## src/rtl/operand_fetch.sv

```systemverilog
// Operand fetch stage: accepts one instruction, reads both sources from a
// registered-read register file, applies write-back bypass, and holds the result.
module operand_fetch #(
   parameter int XLEN = 32
) (
   input  logic            clk,
   input  logic            rst,
   input  logic            in_valid,
   output logic            in_ready,
   input  logic [XLEN-1:0] in_inst,
   input  logic [XLEN-1:0] in_pc,
   output logic [4:0]      rf_raddr1,
   output logic [4:0]      rf_raddr2,
   output logic            rf_ren1,
   output logic            rf_ren2,
   input  logic [XLEN-1:0] rf_rdata1,
   input  logic [XLEN-1:0] rf_rdata2,
   input  logic            wb_valid,
   input  logic [4:0]      wb_rd,
   input  logic [XLEN-1:0] wb_data,
   output logic            out_valid,
   input  logic            out_ready,
   output logic [XLEN-1:0] out_pc,
   output logic [XLEN-1:0] out_inst,
   output logic [XLEN-1:0] out_src1,
   output logic [XLEN-1:0] out_src2
);

   localparam logic [1:0] IDLE  = 2'd0;
   localparam logic [1:0] ISSUE = 2'd1;
   localparam logic [1:0] WAIT  = 2'd2;
   localparam logic [1:0] VALID = 2'd3;

   logic [1:0]      state_r;
   logic [1:0]      state_s;
   logic [XLEN-1:0] inst_r;
   logic [XLEN-1:0] pc_r;
   logic [XLEN-1:0] src1_r;
   logic [XLEN-1:0] src2_r;
   logic [XLEN-1:0] byp1_data_r;
   logic [XLEN-1:0] byp2_data_r;
   logic            byp1_r;
   logic            byp2_r;
   logic            ren_r;
   logic            valid_r;
   logic            accept_s;
   logic            hit1_s;
   logic            hit2_s;
   logic [4:0]      rs1_s;
   logic [4:0]      rs2_s;

   // Final operand choice at the WAIT edge: x0 forces zero, the newest write wins.
   function automatic logic [XLEN-1:0] pick_operand(
      input logic [4:0]      rs,
      input logic            hit_now,
      input logic [XLEN-1:0] wb_value,
      input logic            hit_issue,
      input logic [XLEN-1:0] issue_value,
      input logic [XLEN-1:0] rf_value
   );
      if (rs == 5'd0) begin
         return {XLEN{1'b0}};
      end else if (hit_now) begin
         return wb_value;
      end else if (hit_issue) begin
         return issue_value;
      end else begin
         return rf_value;
      end
   endfunction

   assign rs1_s    = inst_r[19:15];
   assign rs2_s    = inst_r[24:20];
   assign hit1_s   = wb_valid && (wb_rd == rs1_s) && (rs1_s != 5'd0);
   assign hit2_s   = wb_valid && (wb_rd == rs2_s) && (rs2_s != 5'd0);
   assign in_ready = (state_r == IDLE) || ((state_r == VALID) && out_ready);
   assign accept_s = in_valid && in_ready;

   // Next-state decode
   always_comb begin
      state_s = state_r;
      case (state_r)
         IDLE:    state_s = accept_s ? ISSUE : IDLE;
         ISSUE:   state_s = WAIT;
         WAIT:    state_s = VALID;
         VALID:   state_s = out_ready ? (accept_s ? ISSUE : IDLE) : VALID;
         default: state_s = IDLE;
      endcase
   end

   // State, payload, bypass capture and operand registers
   always_ff @(posedge clk) begin
      if (rst) begin
         state_r     <= IDLE;
         inst_r      <= {XLEN{1'b0}};
         pc_r        <= {XLEN{1'b0}};
         src1_r      <= {XLEN{1'b0}};
         src2_r      <= {XLEN{1'b0}};
         byp1_data_r <= {XLEN{1'b0}};
         byp2_data_r <= {XLEN{1'b0}};
         byp1_r      <= 1'b0;
         byp2_r      <= 1'b0;
         ren_r       <= 1'b0;
         valid_r     <= 1'b0;
      end else begin
         state_r <= state_s;
         ren_r   <= (state_s == ISSUE);
         valid_r <= (state_s == VALID);
         if (accept_s) begin
            inst_r <= in_inst;
            pc_r   <= in_pc;
         end
         // The register file returns pre-write data for a write at the ISSUE edge.
         if (state_r == ISSUE) begin
            byp1_r      <= hit1_s;
            byp2_r      <= hit2_s;
            byp1_data_r <= wb_data;
            byp2_data_r <= wb_data;
         end
         if (state_r == WAIT) begin
            src1_r <= pick_operand(rs1_s, hit1_s, wb_data, byp1_r, byp1_data_r, rf_rdata1);
            src2_r <= pick_operand(rs2_s, hit2_s, wb_data, byp2_r, byp2_data_r, rf_rdata2);
         end else if ((state_r == VALID) && !out_ready) begin
            if (hit1_s) begin
               src1_r <= wb_data;
            end
            if (hit2_s) begin
               src2_r <= wb_data;
            end
         end
      end
   end

   assign rf_raddr1 = rs1_s;
   assign rf_raddr2 = rs2_s;
   assign rf_ren1   = ren_r;
   assign rf_ren2   = ren_r;
   assign out_valid = valid_r;
   assign out_pc    = pc_r;
   assign out_inst  = inst_r;
   assign out_src1  = src1_r;
   assign out_src2  = src2_r;

endmodule

```

## config.mk

```make
export PLATFORM = sky130hd
export DESIGN_NAME = operand_fetch
export DESIGN_NICKNAME = d
export VERILOG_FILES = /design/src/rtl/operand_fetch.sv
export SDC_FILE = /design/constraint.sdc
export NUM_CORES = 1
export LEC_CHECK = 0
export CAP_MARGIN = 25
export CORE_ASPECT_RATIO = 1.25
export CORE_MARGIN = 2
export CORE_UTILIZATION = 30
export DETAILED_ROUTE_END_ITERATION = 10
export MAX_ROUTING_LAYER = met4
export SLEW_MARGIN = 20
export SYNTH_ARGS = -nofsm -noshare
export SYNTH_HDL_FRONTEND = slang
export SYNTH_SLANG_ARGS = --single-unit
export TNS_END_PERCENT = 100
```

## constraint.sdc

```tcl
create_clock -name clk -period 3.6 [get_ports clk]
set_input_delay 0.72 -clock clk [delete_from_list [all_inputs] [get_ports clk]]
set_output_delay 0.72 -clock clk [all_outputs]
set_load 0.05 [all_outputs]
```

==> results of run 1 <==
==> per-stage QoR <==
step / util / total power [mW] / std cells / hold slack (ns) / setup WS, ns
finish: 0.430 / 5.24 / 1714 / 0.453 / 0.813
global route: 0.430 / 5.47 / 1714 / 0.472 / 0.729
CTS: 0.430 / 5.30 / 1710 / 0.455 / 0.812
detailed placement: 0.410 / 3.43 / 1679 / 0.447 / 0.424
global placement: 0.410 / 3.42 / 1679 / 0.441 / 0.435
floorplan: - / 2.91 / 1070 / 0.449 / 1.02
==> state kept, by name, summed over array words and instances (netlist names), 2 cells and up <==
register     flops
state_r          2
out_pc          32
byp2_data_r     32
out_inst        32
out_src1        32
out_src2        32
==> Yosys cell counts (all sizes together) (2+ instances only) <==
cell type     instances  area, µm²
nand2               232        871
dfxtp               166       3320
a21oi               162        811
o21ai                79        395
clkbuf               65        337
nor3                 65        445
a311oi               64        748
mux2i                64        641
or3                  64        413
buf                  53        412
o31ai                19        170
xnor2                10       87.6
nor2                  9       62.6
dlymetal6s2s          3       37.5
nand4                 2       12.5
nor2b                 2       12.5
o31a                  2       35.0
or4                   2       22.5
==> cell type report <==
type / instances / area, µm² / area share
antenna: 4 / 10.0 / 0.000795
clock buffer: 18 / 429 / 0.0341
clock inverter: 13 / 148 / 0.0117
multi-input combinational: 781 / 4800 / 0.382
sequential: 166 / 3330 / 0.264
tap: 396 / 495 / 0.0394
timing repair buffer: 336 / 3370 / 0.268
==> critical path, delay by kind of cell <==
kind | cells | cell delay, ns
buf+inv | 2 | 0.74
simple gates | 3 | 0.60
==> routing by layer <==
| metal | routed length [µm] | up-vias | GRT usage |
|---|---|---|---|
| met3 | 2090 | 48 | 0.0433 |
| met2 | 16400 | 360 | 0.362 |
| li1 | - | 4273 | - |
| met4 | 995 | 0 | 0.0824 |
| met1 | 13400 | 4129 | 0.248 |
| met5 | 0 | - | - |
==> path summary, 6_finish.rpt <==
kind	startpoint	to	slack [ns]	cells after the start
max reg2reg	out_inst[21]	out_src2[31]	1.17	5
min reg2reg	out_pc[10]	out_pc[10]	0.45	2
min	out_pc[10]	out_pc[10]	0.45	2
max	out_ready	in_ready	0.81	5
==> logic make-up (layout without fill, tap and decap cells) <==
logic type | Yosys count | after routing | share of synthesized area
flops | 166 | 166 | 0.374
buf+inv | 123 | 367 | 0.0905
simple gates | 380 | 380 | 0.210
compound gates | 327 | 327 | 0.244
other cells | 0 | 4 | 0
mux | 64 | 64 | 0.0720
xor+xnor | 10 | 10 | 0.00985
==> power by group <==
part           internal (mW)  switching, mW  leakage [nW]
logic                  0.492          0.879          2.30
clock network           1.03          0.820         0.270
registers               1.94         0.0812          1.35
==> qor.yml, run 1 <==
worstPathCellList: "clkdlybuf4s50_1 > nand2_1 > and2_2 > nor2_1 > buf_12"
setup_viol: 0
num_vias: 8810
htreeDepth: 4
final_cell_mix: "clkdlybuf4s50_1, nand2_1, dfxtp_1"
crit_type: "input pin to output pin"
clkSinkCount: 166
antenna_found_initial: 4
synth_area_um2: 8890
cpPeakStageDelay_ns: 0.56
start_util: 0.304
synth-edff-count: 0
post_cts_resize_count: 0
critical_path_required_ns: 2.88
arrival_ns: 2.07
synthDistinctLibCells: 40
skew_ns: 0.00862
rsz0062_at_grt: "false"
wire_per_inst_um: 19.2
worst_slew_pin_slew_ns: 0.862
clk_latency_ns: 0.43
grt_usage: 0.214
cp-end-kind: "output pin"
timing.final.max_slew_violations: 0
timing.fmax_ghz: 0.359
dieArea_um2: 31000
io_pins: 312
yosysSeqAreaShare: 0.374
core_um2: 29300
status: "finished, final reports clean"
vdd_drop_max_mv: 0.299
filler_cell_count: 2974
hold_buffers: 0
power_density_nw_per_um2: 416
fin_nets: 1472
hpwl_um: 22500
clkTransAtPathRegs_ns: 0.07
antenna_left: 0
die_x_um: 158
maxCapViolations: 0
die_h_um: 196
grt-ovfl-total: 0
dpl_cell_area_um2: 12000
synth_area_per_cell_um2: 8.31
hold_viol: 0
wirelength_um: 33000
cp-start-kind: "input pin"
numCtsBuffers: 17
netlist_instances: 1070
grt_pass1_wl_um: 49700
slew_headroom: 0.424
place.gp.congestion: 0.841
finalInstanceArea_um2: 12600
port_buffers: 311
final_common_cell: "clkdlybuf4s50_1"
drtPass1Iterations: 4
layout-drive-gt1-share: 0.106
area_growth_pct: 41.6
cts_buffer_depth: 2
fin_setup_tns_ns: 0
crit_fanout: 2
synth_fp_nets: 1240
async_flop_share: 0
grt_pass1_vias: 8761
drc: 0
first_iter_violations: 393
p_leak_nw: 3.92
hp-class: "register to register"
critPathSlowestCell: "clkdlybuf4s50_1"
grt_max_degree: 93
synthFlopType: "dfxtp_1"
yosys_register_bits: 166
period_minus_slack_ns: 2.79
num_rows: 70
cts_setup_buffers: 0
cts_tree: "built"
final.period_utilization: 0.774
root_buffer: "clkbuf_16"
yosysWarningCount: 0
viasPerCell: 5.14
Power figures use the tool's default switching activity.
==> inputs of run 2 (changes only) <==
==> constraint.sdc (replaced) <==
create_clock -name clk -period 2.3 [get_ports clk]
set_input_delay 0.46 -clock clk [delete_from_list [all_inputs] [get_ports clk]]
set_output_delay 0.46 -clock clk [all_outputs]
set_load 0.05 [all_outputs]
==> run 2 against run 1 <==
  * Routed wire length is 0.59% lower
  * Cell count is 2.2% higher
  * First-iteration DRC count is 33% higher
  * Non-clock buffer count is 39 higher
  * Critical path depth is 4 lower
  * Core utilization is 1.6 points higher
  * Clock skew is 0.0023 ns higher
  * Power is 56% higher
  * Design area is 3.8% higher
  * Highest routed layer unchanged
==> qor.yml, run 2 (same netlist as run 1, synthesis figures left out) <==
cts_setup_buffers: 0
power_frac_clock: 0.334
worst_slew_pin_slew_ns: 0.853
final_cells: 1752
grt_max_degree: 65
switching_share: 0.338
share_seq_of_total_power: 0.384
finalWorstSetupSlack_ns: 0.0655
critical-path-top-delay-family: "buffers and inverters"
wire_per_inst_um: 18.7
final_cell_mix: "clkdlybuf4s50_1, nand2_1, dfxtp_1"
drtPass1Iterations: 5
worstPathCellList: "clkdlybuf4s50_1"
setup_viol: 0
crit_type: "register to output pin"
power_density_nw_per_um2: 626
hpwl_um: 23500
power.switching_mw: 2.77
path_buf_inv: 1
cts_tree: "built"
dp_slack_ns: -0.441
viasPerCell: 5.09
critical_path_required_ns: 1.84
timing.fmax_ghz: 0.448
slew_headroom: 0.430
vdd_drop_max_mv: 0.463
filler_cell_count: 2919
clkSinkCount: 166
finalInstanceArea_um2: 13100
p_comb_frac: 0.282
hp-class: "input pin to register"
utilization: 0.447
first_iter_violations: 523
core_um2: 29300
grt_usage: 0.215
clkTransAtPathRegs_ns: 0.07
cp-end-kind: "output pin"
antenna_left: 0
hold_viol: 0
crit_fanout: 5
area_growth_pct: 46.9
port_buffers: 311
drc: 0
layout-drive-gt1-share: 0.132
place.gp.congestion: 0.883
grt-ovfl-total: 0
htreeDepth: 4
dp_cells: 1718
hold_buffers: 0
grt_pass1_vias: 9087
numCtsBuffers: 17
status: "finished, final reports clean"
num_vias: 8919
clk_latency_ns: 0.43
root_buffer: "clkbuf_16"
num_rows: 70
internal_power_mw: 5.41
timing.final.max_slew_violations: 0
arrival_ns: 1.77
grt_pass1_wl_um: 50200
period_minus_slack_ns: 2.23
r2r_setup_slack_ns: 0.19
start_util: 0.304
die_x_um: 158
rsz0062_at_grt: "false"
maxCapViolations: 0
final_common_cell: "clkdlybuf4s50_1"
critPathSlowestCell: "clkdlybuf4s50_1"
cpPeakStageDelay_ns: 0.86
final.period_utilization: 0.972
dpl_cell_area_um2: 12500
antenna_found_initial: 3
cts_buffer_depth: 2
die_h_um: 196
fin_nets: 1511
cp-start-kind: "register"
io_pins: 312
fin_setup_tns_ns: 0
dieArea_um2: 31000
wirelength_um: 32800
skew_ns: 0.0109
p_leak_nw: 4.23
## run 2: cell types whose count changed in the layout (fill, tap and decap cells not counted), sizes merged
cell and change:
diode -1, buf +40, clkinv +3, dlymetal6s2s +3, clkinvlp -1, bufinv -1, inv -2, clkbuf +1
dlygate4sd2 +1, clkdlybuf4s50 -5
## run 2: power by group through the flow
stage	Sequential (mW)	Clock, mW	Combinational (mW)
final	3.14	2.73	2.31
after global routing	3.16	2.89	2.46
after CTS	3.14	2.80	2.32
after detailed placement	3.21	0	2.31
after global placement	3.20	0	2.30
after floorplan	3.59	0	0.966
## run 2: what timing repair did
| action | in CTS | in global routing |
|---|---|---|
| pin swaps | 0 | 1 |
| setup endpoints to repair | 1 | 18 |
| gates cloned | 0 | 0 |
| resized for setup | 1 | 4 |
## run 2: final timing paths
path | start | to | cells past startpoint
max | out_inst[24] | rf_raddr2[4] | 1
max reg2reg | out_inst[21] | out_src2[21] | 6
min | rst | byp2_r | 2
min reg2reg | out_pc[24] | out_pc[24] | 2
## run 2: per-stage QoR
stage	total power, mW	hold slack (ns)
3_5_place_dp	5.52	0.448
2_1_floorplan	4.55	0.449
3_3_place_gp	5.50	0.441
6_report	8.18	0.385
5_1_grt	8.51	0.391
4_1_cts	8.26	0.364
## run 2: layer usage
layer  vias up  wire length [µm]  GRT usage  part of all wire
met5         -                 0          -                 0
li1       4360                 -          -                 -
met1      4171             13500      0.253              0.41
met4         0              1050     0.0814             0.032
met2       335             16000      0.359              0.49
met3        53              2160     0.0471             0.066
## run 2: area by class of cell
type / count / area [µm²] / share of cell area
Multi-Input combinational cell: 781 / 4810 / 0.368
Timing Repair Buffer: 375 / 3890 / 0.298
Sequential cell: 166 / 3330 / 0.255
Tap cell: 396 / 495 / 0.0379
Clock buffer: 19 / 433 / 0.0331
Clock inverter: 12 / 104 / 0.00795
Antenna cell: 3 / 7.51 / 0.000575
==> inputs of run 3 (changes only) <==
--- a/config.mk
+++ b/config.mk
@@ -10,6 +10,7 @@
 export CORE_MARGIN = 2
 export CORE_UTILIZATION = 30
 export DETAILED_ROUTE_END_ITERATION = 10
+export DONT_BUFFER_PORTS = 1
 export MAX_ROUTING_LAYER = met4
 export SLEW_MARGIN = 20
 export SYNTH_ARGS = -nofsm -noshare
==> run 3 against run 2 <==
  * Register-to-register slack got worse by 0.05 ns
  * Clock-buffer cell count fell by 1
  * Global-route usage fell by 1.7 points
  * First-iteration DRC count rose by 6.3%
  * Flip-flop and latch count did not move
  * Critical path depth rose by 3
  * Via count fell by 12%
  * Die area did not move
  * Sequential share of layout area rose by 8.8 points
  * Clock power rose by 7%
  * Sequential power rose by 12%
  * Core utilization fell by 11 points
  * Critical path type unchanged
  * Highest routed layer unchanged
==> qor.yml, run 3 (same netlist as run 1, synthesis figures left out) <==
grt_pass1_wl_um: 45300
worst_slew_pin_slew_ns: 0.951
grt-ovfl-total: 0
maxCapViolations: 0
grt_max_degree: 167
power.switching_mw: 2.63
hpwl_um: 20900
start_util: 0.304
power_density_nw_per_um2: 787
final_common_cell: "nand2_1"
antenna_left: 0
cp-start-kind: "register"
arrival_ns: 1.73
area_growth_pct: 9.17
timing.fmax_ghz: 0.458
p_comb_frac: 0.160
grt_pass1_vias: 7385
fin_nets: 1181
port_buffers: 0
num_rows: 70
internal_power_mw: 5.01
cts_setup_buffers: 0
final.period_utilization: 0.950
period_minus_slack_ns: 2.19
rsz0062_at_grt: "false"
num_vias: 7819
viasPerCell: 5.49
vdd_drop_max_mv: 0.487
dieArea_um2: 31000
drtPass1Iterations: 5
critical-path-top-delay-family: "buffers and inverters"
dp_slack_ns: 0.115
clkSinkCount: 166
cpPeakStageDelay_ns: 0.41
hp-class: "input pin to register"
fin_setup_tns_ns: 0
path_buf_inv: 2
die_x_um: 158
timing.final.max_slew_violations: 0
crit_type: "register to output pin"
cts_tree: "built"
finalWorstSetupSlack_ns: 0.115
clk_latency_ns: 0.44
clkTransAtPathRegs_ns: 0.07
critical_path_required_ns: 1.84
first_iter_violations: 556
setup_viol: 0
share_seq_of_total_power: 0.459
grt_usage: 0.198
crit_fanout: 36
wirelength_um: 30900
core_um2: 29300
slew_headroom: 0.364
hold_viol: 0
root_buffer: "clkbuf_16"
status: "finished, final reports clean"
skew_ns: 0.0140
layout-drive-gt1-share: 0.153
critPathSlowestCell: "buf_4"
antenna_found_initial: 4
place.gp.congestion: 0.860
cts_buffer_depth: 2
cp-end-kind: "output pin"
htreeDepth: 4
die_h_um: 196
io_pins: 312
numCtsBuffers: 17
crit_path_frequent_cell: "buf_4"
switching_share: 0.345
wire_per_inst_um: 21.7
p_leak_nw: 2.90
final_cell_mix: "nand2_1, dfxtp_1, a21oi_1"
worstPathCellList: "buf_4 > and2_2 > nor2_1 > buf_4"
drc: 0
power_frac_clock: 0.381
-- run 3: final cells by class --
cell class                      instances  area (µm²)
Multi-Input combinational cell        781        4800
Antenna cell                            4        10.0
Timing Repair Buffer                   45         494
Tap cell                              396         495
Fill cell                            3114       19500
Clock buffer                           18         429
Clock inverter                         13         149
Sequential cell                       166        3330
-- run 3: final timing paths --
path                  start  slack, ns              end  cells after the start
max              state_r[1]       0.11         in_ready                      4
min                     rst        0.1  byp2_data_r[12]                      1
max reg2reg      state_r[1]       0.14     out_src2[24]                      5
min reg2reg  byp2_data_r[2]       0.47   byp2_data_r[2]                      2
-- run 3: routing by layer --
layer | share of wire | GRT usage | routed length (µm) | vias to the layer above
li1 | - | - | - | 3704
met1 | 0.38 | 0.215 | 11700 | 3705
met2 | 0.50 | 0.335 | 15400 | 363
met3 | 0.091 | 0.0666 | 2820 | 47
met4 | 0.033 | 0.0751 | 1010 | 0
met5 | 0 | - | 0 | -
-- run 3: repair_timing --
item,CTS,global route
hold buffers,0,0
hold endpoints to repair,0,0
setup endpoints to repair,0,1
gates resized for setup,0,1
-- run 3: power by group through the flow --
stage,sequential [mW],combinational (mW),clock (mW)
after CTS,3.51,1.22,2.99
after floorplan,3.59,0.966,0
final,3.51,1.22,2.91
after global placement,3.57,1.20,0
after global routing,3.53,1.33,3.12
after detailed placement,3.57,1.22,0
-- run 3: stage by stage --
step           cells  power (mW)  utilization  area (µm²)  hold WS, ns
6_report        1423        7.64        0.332        9710       0.0989
5_1_grt         1423        7.98        0.332        9710       0.0545
4_1_cts         1419        7.72        0.331        9690       0.0785
3_5_place_dp    1388        4.80        0.312        9120        0.456
3_3_place_gp    1386        4.77        0.310        9070        0.449
2_1_floorplan   1070        4.55            -        8890        0.449
